===== config.mk =====
export PLATFORM = sky130hd
export DESIGN_NAME = round_robin_arbiter
export DESIGN_NICKNAME = d
export VERILOG_FILES = /design/src/rtl/arbiter_pkg.sv /design/src/rtl/rotating_priority_encoder.sv /design/src/rtl/round_robin_arbiter.sv
export SDC_FILE = /design/constraint.sdc
export NUM_CORES = 1
export LEC_CHECK = 0
export BUFFER_PORTS_ARGS = -buffer_cell sky130_fd_sc_hd__buf_4
export CORE_MARGIN = 3
export CORE_UTILIZATION = 45
export CTS_CLUSTER_DIAMETER = 150
export DETAILED_ROUTE_END_ITERATION = 10
export HOLD_SLACK_MARGIN = 0.08
export PLACE_DENSITY = 0.77
export SLEW_MARGIN = 15
export SYNTH_ARGS = -nofsm -noshare
export SYNTH_HDL_FRONTEND = slang
export SYNTH_SLANG_ARGS = --single-unit

===== constraint.sdc =====
create_clock -name clk -period 2.9 [get_ports clk]
set_input_delay 0 -clock clk [delete_from_list [all_inputs] [get_ports clk]]
set_output_delay 0 -clock clk [all_outputs]
set_load 0.01 [all_outputs]

===== src/rtl/arbiter_pkg.sv =====
// Shared types for the round-robin arbiter: the grant FSM state encoding.
package arbiter_pkg;

    typedef enum logic [1:0] {
        IDLE  = 2'd0,
        GRANT = 2'd1,
        LOCK  = 2'd2
    } arb_state_e;

endpackage


===== src/rtl/rotating_priority_encoder.sv =====
// Combinational search: first set bit of vector at or after start, wrapping
// modulo PORTCOUNT.
module rotating_priority_encoder #(
    parameter int PORTCOUNT     = 4,
    parameter int PORTADDRWIDTH = $clog2(PORTCOUNT)
) (
    input  logic [PORTCOUNT-1:0]     vector,
    input  logic [PORTADDRWIDTH-1:0] start,
    output logic                     found,
    output logic [PORTADDRWIDTH-1:0] index,
    output logic [PORTCOUNT-1:0]     onehot
);

    localparam logic [PORTADDRWIDTH:0] COUNT = (PORTADDRWIDTH+1)'(PORTCOUNT);
    localparam logic [PORTCOUNT-1:0]   ONE   = PORTCOUNT'(1);

    logic [2*PORTCOUNT-1:0] doubled;
    logic [PORTCOUNT-1:0]   rotated;
    logic [PORTADDRWIDTH:0] sum;

    // Bit k of rotated corresponds to port (start + k) mod PORTCOUNT.
    assign doubled = {vector, vector} >> start;
    assign rotated = doubled[PORTCOUNT-1:0];

    always_comb begin
        found = 1'b0;
        sum   = '0;
        for (int k = PORTCOUNT - 1; k >= 0; k--) begin
            if (rotated[k]) begin
                found = 1'b1;
                sum   = {1'b0, start} + (PORTADDRWIDTH+1)'(k);
            end
        end
        if (sum >= COUNT) begin
            sum = sum - COUNT;
        end
        index  = sum[PORTADDRWIDTH-1:0];
        onehot = found ? (ONE << index) : '0;
    end

endmodule


===== src/rtl/round_robin_arbiter.sv =====
// Round-robin arbiter with per-port masking, burst lock and a ready/valid
// grant handshake; all grant outputs are registered.
module round_robin_arbiter
    import arbiter_pkg::*;
#(
    parameter int PORTCOUNT     = 4,
    parameter int PORTADDRWIDTH = $clog2(PORTCOUNT)
) (
    input  logic                     clk,
    input  logic                     async_rst_n,
    input  logic                     clk_en,
    input  logic [PORTCOUNT-1:0]     ReqVector,
    input  logic [PORTCOUNT-1:0]     LockVector,
    input  logic [PORTCOUNT-1:0]     PortMask,
    input  logic                     GrantReady,
    output logic                     GrantValid,
    output logic [PORTCOUNT-1:0]     GrantOneHot,
    output logic [PORTADDRWIDTH-1:0] GrantIndex
);

    localparam logic [PORTADDRWIDTH-1:0] LAST_PORT = PORTADDRWIDTH'(PORTCOUNT - 1);

    arb_state_e               state;
    logic [PORTADDRWIDTH-1:0] last_grant;
    logic [PORTCOUNT-1:0]     eligible;
    logic [PORTCOUNT-1:0]     search_vector;
    logic [PORTADDRWIDTH-1:0] search_start;
    logic                     found;
    logic [PORTADDRWIDTH-1:0] found_index;
    logic [PORTCOUNT-1:0]     found_onehot;
    logic                     granted_req;
    logic                     granted_lock;
    logic                     handshake;
    logic                     abort;
    logic                     rescan;

    function automatic logic [PORTADDRWIDTH-1:0] next_port(input logic [PORTADDRWIDTH-1:0] p);
        return (p == LAST_PORT) ? '0 : p + 1'b1;
    endfunction

    assign eligible     = ReqVector & PortMask;
    assign granted_req  = |(ReqVector & GrantOneHot);
    assign granted_lock = |(LockVector & GrantOneHot);
    assign handshake    = GrantValid & GrantReady;
    assign abort        = (state != IDLE) && !granted_req;

    // Fresh arbitration from the stored pointer when idle or aborting; on a
    // releasing handshake the just-served port becomes the pointer and is excluded.
    assign rescan        = (state == IDLE) || abort;
    assign search_start  = rescan ? next_port(last_grant) : next_port(GrantIndex);
    assign search_vector = rescan ? eligible : (eligible & ~GrantOneHot);

    rotating_priority_encoder #(
        .PORTCOUNT    (PORTCOUNT),
        .PORTADDRWIDTH(PORTADDRWIDTH)
    ) u_encoder (
        .vector(search_vector),
        .start (search_start),
        .found (found),
        .index (found_index),
        .onehot(found_onehot)
    );

    always_ff @(posedge clk or negedge async_rst_n) begin
        if (!async_rst_n) begin
            state       <= IDLE;
            last_grant  <= LAST_PORT;
            GrantValid  <= 1'b0;
            GrantOneHot <= '0;
            GrantIndex  <= '0;
        end else if (clk_en) begin
            case (state)
                IDLE: begin
                    if (found) begin
                        state       <= GRANT;
                        GrantValid  <= 1'b1;
                        GrantOneHot <= found_onehot;
                        GrantIndex  <= found_index;
                    end
                end
                GRANT, LOCK: begin
                    if (abort || (handshake && !granted_lock)) begin
                        if (!abort) begin
                            last_grant <= GrantIndex;
                        end
                        if (found) begin
                            state       <= GRANT;
                            GrantValid  <= 1'b1;
                            GrantOneHot <= found_onehot;
                            GrantIndex  <= found_index;
                        end else begin
                            state       <= IDLE;
                            GrantValid  <= 1'b0;
                            GrantOneHot <= '0;
                            GrantIndex  <= '0;
                        end
                    end else if (handshake) begin
                        state <= LOCK;
                    end
                end
                default: begin
                    state       <= IDLE;
                    GrantValid  <= 1'b0;
                    GrantOneHot <= '0;
                    GrantIndex  <= '0;
                end
            endcase
        end
    end

endmodule

==> out/metrics.cfg, run 1 <==
[run_status]
status = finished, final reports clean

[global_routing]
grt_util_all_layers_pct = 19.5
grt_max_degree = 12
grt_overflow = 0
grt_pass1_vias = 791
antenna_found_initial = 0
grt_pass1_wl_mm = 3.61

[timing]
worst_pin_slew_ps = 426
whs_ps = 114
tns_ps = 0
grt_setup_unrepaired = no
period_share_pct = 81.2
finalWorstSetupSlack_ps = 544
finalHoldViolations = 0
finalSetupViolations = 0
slew_violations = 0
fmax_mhz = 425
final.setup_skew_ps = 3.14
slew_headroom_pct = 71.6
period_needed_ps = 2360

[worst_setup_path]
crit_arrival_ps = 2540
slowest_stage = or3_4
worst-setup-path-type = flop to flop
crit_chain = inv_1 -> ha_1 -> nor2b_1 -> or2_1 -> and4_1 -> or3_4 -> or2_0 -> o2bb2ai_1
start_kind = flop
cp.required_ps = 3080
path_max_fanout = 11
cpPeakStageDelay_ps = 410
critPathCaptureType = flop

[power_and_ir_drop]
p_per_area_nw_per_um2 = 1010
p_leak_nw = 0.475
ir_worst_vdd_v = 0.000462

[route]
wl_per_cell_um = 15.0
vias = 825
vias_per_cell = 5.85
drt_iter0_drc = 21
drc_errors = 0
ant_nets = 0
drtPass1Iterations = 4
wirelength_mm = 2.12

[run]
max_cap_violations = 0

[cts]
postCtsResizedCells = 0
postCtsSetupBuffers = 0
worstSkewPairLatency_ps = 260
cts_max_level = 1
clock-sinks = 11
cts_tree = yes
path_clk_slew_ps = 60
cts_root_buffer = clkbuf_4
cts_made_buffers = 3
cts_buffer_depth = 2

[die]
fp.dieArea_um2 = 2430
core_um2 = 1750
fp-row-count = 15
ios = 23
fp.dieW_um = 49.3
start_util_pct = 48.3
fp.dieH_um = 49.3

[layout]
drive_above_1_share_pct = 30.2
area.growth.synth_to_final_pct = 26.6
nNetsFinal = 137
n_antenna_cell = 0

[placement]
hpwl_mm = 1.70
port-buffer-count = 22
dp_slack_ps = 585
place.gp.congestion = 0.880

[yosys]
ys_seq_area_share_pct = 32.9
yosys.area.top_type_share_pct = 26.7
syn_area_per_cell_um2 = 9.37
synthTopCellsByArea = dfrtp_1, dfstp_2, ha_1
ys_ff_latch = 11
yosysTopAreaCell = dfrtp_1
synthCells = 90
syn_nets = 110
netlist_area_um2 = 843
synth_flop_cell = dfrtp_1
synth_edf_count = 0
async_reset_ff_share_pct = 100
ys_warn_count = 0
ys_types = 46

[hold_path]
min_path_type = primary input to asynchronous set/reset pin

==> synthesized netlist by cell type (2+ instances only) <==
| cell | instances |
|---|---|
| a211oi_1 | 2 |
| a21o_1 | 2 |
| a21oi_1 | 2 |
| a22oi_1 | 2 |
| dfrtp_1 | 9 |
| dfstp_2 | 2 |
| ha_1 | 4 |
| inv_1 | 6 |
| mux2_2 | 2 |
| nand2_1 | 8 |
| nor2_1 | 5 |
| nor2b_1 | 2 |
| nor3_1 | 2 |
| o211ai_1 | 3 |
| o21ai_0 | 2 |
| o2bb2ai_1 | 3 |
| o31ai_1 | 3 |
| or2_1 | 2 |
| or3b_1 | 2 |
==> final cells by class <==
cell class                 instances  area [µm²]
sequential                        11         278
timing repair buffer              24         185
clock buffer                       4        26.3
multi-input combinational         71         524
fill                             146         678
inverter                           6        22.5
tap                               25        31.3
==> layout by cell type, fill, tap and decap left out, types with 2 or more instances in the layout <==
cell type	instances
nor2_1	5
mux2_2	2
dlygate4sd3_1	2
o211ai_1	3
nor3_1	2
o31ai_1	3
inv_1	6
or2_1	2
a21o_1	2
clkbuf_4	3
nand2_1	8
or3b_1	2
a211oi_1	2
dfrtp_1	9
dfstp_2	2
o2bb2ai_1	3
nor2b_1	2
ha_1	4
a21oi_1	2
buf_4	22
o21ai_0	2
a22oi_1	2
==> registers in the layout (all words and copies together) (netlist names) <==
register / count
state: 2
GrantIndex: 2
last_grant: 2
GrantOneHot: 4
GrantValid: 1
==> critical path, delay by kind of cell (launching register included) <==
kind	cells	cell delay [ps]
buffers and inverters	1	90
AOI/OAI and AO/OA	1	150
and+or+nand+nor	5	1250
adders and majority gates	1	390
DFF	1	390
==> cells by family (layout without fill, tap and decap cells) <==
logic type / count (synthesis) / in the layout / share of synthesized area [%]
adders and majority gates: 4 / 4 / 5.93
AOI/OAI and AO/OA: 33 / 33 / 31.8
DFF: 11 / 11 / 32.9
muxes: 3 / 3 / 4.01
buffers and inverters: 8 / 34 / 4.90
and+or+nand+nor: 31 / 31 / 20.5
==> metal layers <==
layer	wire (µm)	GRT usage, %	up-vias
met5	0	0	-
met4	49	11.4	0
met3	147	4.28	6
met2	1050	33.3	33
met1	876	21.9	385
li1	-	-	401
==> metrics by stage <==
step                power, mW  instance area (µm²)  std cells  util (%)
CTS                      1.08                 1070        141      61.1
floorplan               0.803                  843         90         -
finish                   1.08                 1070        141      61.1
detailed placement      0.974                 1020        135      58.5
global route             1.18                 1070        141      61.1
global placement        0.959                 1020        135      58.5
==> worst paths after layout <==
kind	start	end	slack (ps)	cells after the start
worst max-delay path	state[1]	GrantOneHot[3]	540	8
worst min-delay path	async_rst_n	state[1]	110	2
worst max register to register	state[1]	GrantOneHot[3]	540	8
worst min register to register	GrantIndex[1]	GrantIndex[1]	570	1
max in group asynchronous	async_rst_n	last_grant[1]	2560	2
min in group clk	clk_en	last_grant[0]	170	3
==> report_power, final <==
part           switching (mW)  internal (mW)
clock network          0.0463         0.0532
registers              0.0749          0.228
logic                   0.364          0.315
total                   0.485          0.597
==> timing repair <==
action                                 4_1_cts  5_1_grt
endpoints found under the hold margin       12        0
setup endpoints to repair                    0        0
hold buffers                                 2        0
(Power assumes the default switching activity.)
==> run 2: changes to the inputs <==
--- a/config.mk
+++ b/config.mk
@@ -5,13 +5,14 @@
 export SDC_FILE = /design/constraint.sdc
 export NUM_CORES = 1
 export LEC_CHECK = 0
+export ABC_AREA = 1
 export BUFFER_PORTS_ARGS = -buffer_cell sky130_fd_sc_hd__buf_4
 export CORE_MARGIN = 3
 export CORE_UTILIZATION = 45
 export CTS_CLUSTER_DIAMETER = 150
 export DETAILED_ROUTE_END_ITERATION = 10
 export HOLD_SLACK_MARGIN = 0.08
-export PLACE_DENSITY = 0.77
+export PLACE_DENSITY = 0.75
 export SLEW_MARGIN = 15
 export SYNTH_ARGS = -nofsm -noshare
 export SYNTH_HDL_FRONTEND = slang
==> constraint.sdc (replaced) <==
create_clock -name clk -period 2.3 [get_ports clk]
set_input_delay 0 -clock clk [delete_from_list [all_inputs] [get_ports clk]]
set_output_delay 0 -clock clk [all_outputs]
set_load 0.01 [all_outputs]
==> run 2 against run 1 <==
Compared with the run above: cell area rose by 22%; via count is 32% higher; hold slack worse by 21 ps; critical path depth is 5 higher; combinational power grew 94%; global-route usage increased by 1.1 points; clock power up 32%; core utilization rose by 1.5 points; area after synthesis increased by 26%; sequential share of layout area shrank 4.7 points; clock skew rose by 5.4 ps; critical path type unchanged; critical endpoint is now GrantIndex[1].
==> out/metrics.cfg, run 2 <==
[run_status]
status = finished, final reports clean

[worst_setup_path]
worst-setup-path-type = flop to flop
cpPeakStageDelay_ps = 410
cp.required_ps = 2450
crit_arrival_ps = 2260
path_max_fanout = 5
crit_chain = ha_1 -> or2_1 -> nand3b_2 -> nand2_2 -> nand2_1 -> nand2_1 -> nand2_1 -> nand3_1 -> inv_2 -> nand2_1 -> nand3_1 -> nand2_1 -> o21ai_1
start_kind = flop
slowest_stage = dfrtp_1
reg2regPathDepth = 13
critPathCaptureType = flop
cpMostUsedCell = nand2_1

[yosys]
synth_compound_area_share_pct = 7.68
ys_warn_count = 0
syn_area_per_cell_um2 = 6.45
synth_flop_cell = dfrtp_1
yosys.area_share.simple_pct = 52.4
synthTopCellsByArea = nand2_1, dfrtp_1, nand2_2
ys_ff_latch = 11
syn_nets = 184
yosys.area.top_type_share_pct = 22.7
yosysTopAreaCell = nand2_1
synthCells = 164
ys_types = 25
netlist_area_um2 = 1060
synth.area.mux_share_pct = 0
ys_seq_area_share_pct = 26.2
synthAdderAreaFrac_pct = 4.73
async_reset_ff_share_pct = 100
synthTopCellsByCount = nand2_1, inv_1, nand3_1
yosysMostFrequentCell = nand2_1
synth_xor_area_share_pct = 0.827
synth_top_family_by_area = simple AND/OR/NAND/NOR gates
synth_edf_count = 0

[route]
vias_per_cell = 4.99
wirelength_mm = 2.59
drc_errors = 0
ant_nets = 0
drtPass1Iterations = 4
vias = 1092
drt_iter0_drc = 25
wl_per_cell_um = 11.8

[hold_path]
min_path_type = primary input to asynchronous set/reset pin

[layout]
drive_above_1_share_pct = 30.2
n_antenna_cell = 0
multi_input_area_um2 = 697
top_register = GrantOneHot
fin_cells = 219
largest_register_ffs = 4
final_common_cell = nand2_1
nFillCells = 204
seqCellArea_um2 = 278
nNetsFinal = 213
area.growth.synth_to_final_pct = 23.2
final_cell_mix = nand2_1, buf_4, inv_1

[timing]
slew_violations = 0
finalHoldViolations = 0
finalWorstSetupSlack_ps = 195
worst_pin_slew_ps = 257
whs_ps = 92.2
fmax_mhz = 475
grt_setup_unrepaired = no
final.setup_skew_ps = 8.56
period_needed_ps = 2100
slew_headroom_pct = 82.8
tns_ps = 0
period_share_pct = 91.5
finalSetupViolations = 0

[die]
core_um2 = 2080
fp.dieW_um = 54.5
fp-row-count = 16
fp.dieArea_um2 = 2970
ios = 23
start_util_pct = 50.8
fp.dieH_um = 54.5

[cts]
path_clk_slew_ps = 70
cts_buffer_depth = 2
clock-sinks = 11
cts_tree = yes
worstSkewPairLatency_ps = 270
cts_made_buffers = 3
cts_max_level = 1
cts_root_buffer = clkbuf_4

[power_and_ir_drop]
p_leak_nw = 0.761
p_per_area_nw_per_um2 = 1370
ir_worst_vdd_v = 0.000681
p_total_mw = 1.79

[global_routing]
met2_usage_pct = 35.9
grt_max_degree = 12
grt_overflow = 0
gr-usage-met1_pct = 26.0
grt_util_all_layers_pct = 20.6
grt_pass1_wl_mm = 4.42
antenna_found_initial = 0
top_usage_layer = met2
grtUsageMet3_pct = 5.18
grt_pass1_vias = 1043

[placement]
dp_slack_ps = 222
place_inst = 214
port-buffer-count = 22
place.gp.congestion = 0.912
hpwl_mm = 2.19

[run]
max_cap_violations = 0

-- run 2: area by class of cell --
cell class / count / area share (%)
inverter: 23 / 6.62
clock buffer: 4 / 2.02
timing repair buffer: 24 / 14.0
sequential: 11 / 21.3
tap: 27 / 2.59
multi-input combinational: 130 / 53.5
-- run 2: logic make-up after synthesis --
kind of cell | after synthesis
DFF | 11
buffers and inverters | 23
AOI/OAI and AO/OA | 13
adders and majority gates | 4
xor gates and xnor gates | 1
and+or+nand+nor | 112
-- run 2: path summary, 6_finish.rpt --
check	from	endpoint	slack [ps]
hold / removal	async_rst_n	state[0]	90
setup reg to reg	GrantIndex[0]	GrantIndex[1]	200
max in group asynchronous	async_rst_n	last_grant[1]	1970
hold reg to reg	last_grant[0]	last_grant[0]	500
min in group clk	clk_en	last_grant[0]	100
setup / recovery	GrantIndex[0]	GrantIndex[1]	200
-- run 2: repair_timing --
action	4_1_cts	5_1_grt
resized for setup	0	1
setup buffers	0	0
endpoints found under the setup margin	0	3
hold buffers	1	0
hold endpoints to repair	11	0
-- run 2: routing by layer --
| layer | routed length, µm | part of all wire (%) | vias up |
|---|---|---|---|
| met5 | 0 | 0 | - |
| met4 | 19 | 0.73 | 0 |
| met3 | 136 | 5.2 | 4 |
| met2 | 1280 | 49 | 28 |
| met1 | 1160 | 45 | 490 |
| li1 | - | - | 570 |
-- run 2: report_power, final --
part           internal, mW  total, mW  switching (mW)
clock network        0.0671      0.131          0.0634
registers             0.275      0.338          0.0626
logic                 0.471       1.32           0.851
-- run 2: critical path: cells and delay by family (launching register included) --
family,cells,cell delay [ps]
AOI/OAI and AO/OA,1,70
adders and majority gates,1,200
buffers and inverters,1,30
and+or+nand+nor,10,1280
DFF,1,410
-- run 2: metrics by stage --
stage               util, %  area [µm²]
floorplan                 -        1060
global placement       60.8        1260
detailed placement     60.8        1260
CTS                    62.5        1300
global route           62.6        1300
finish                 62.6        1300
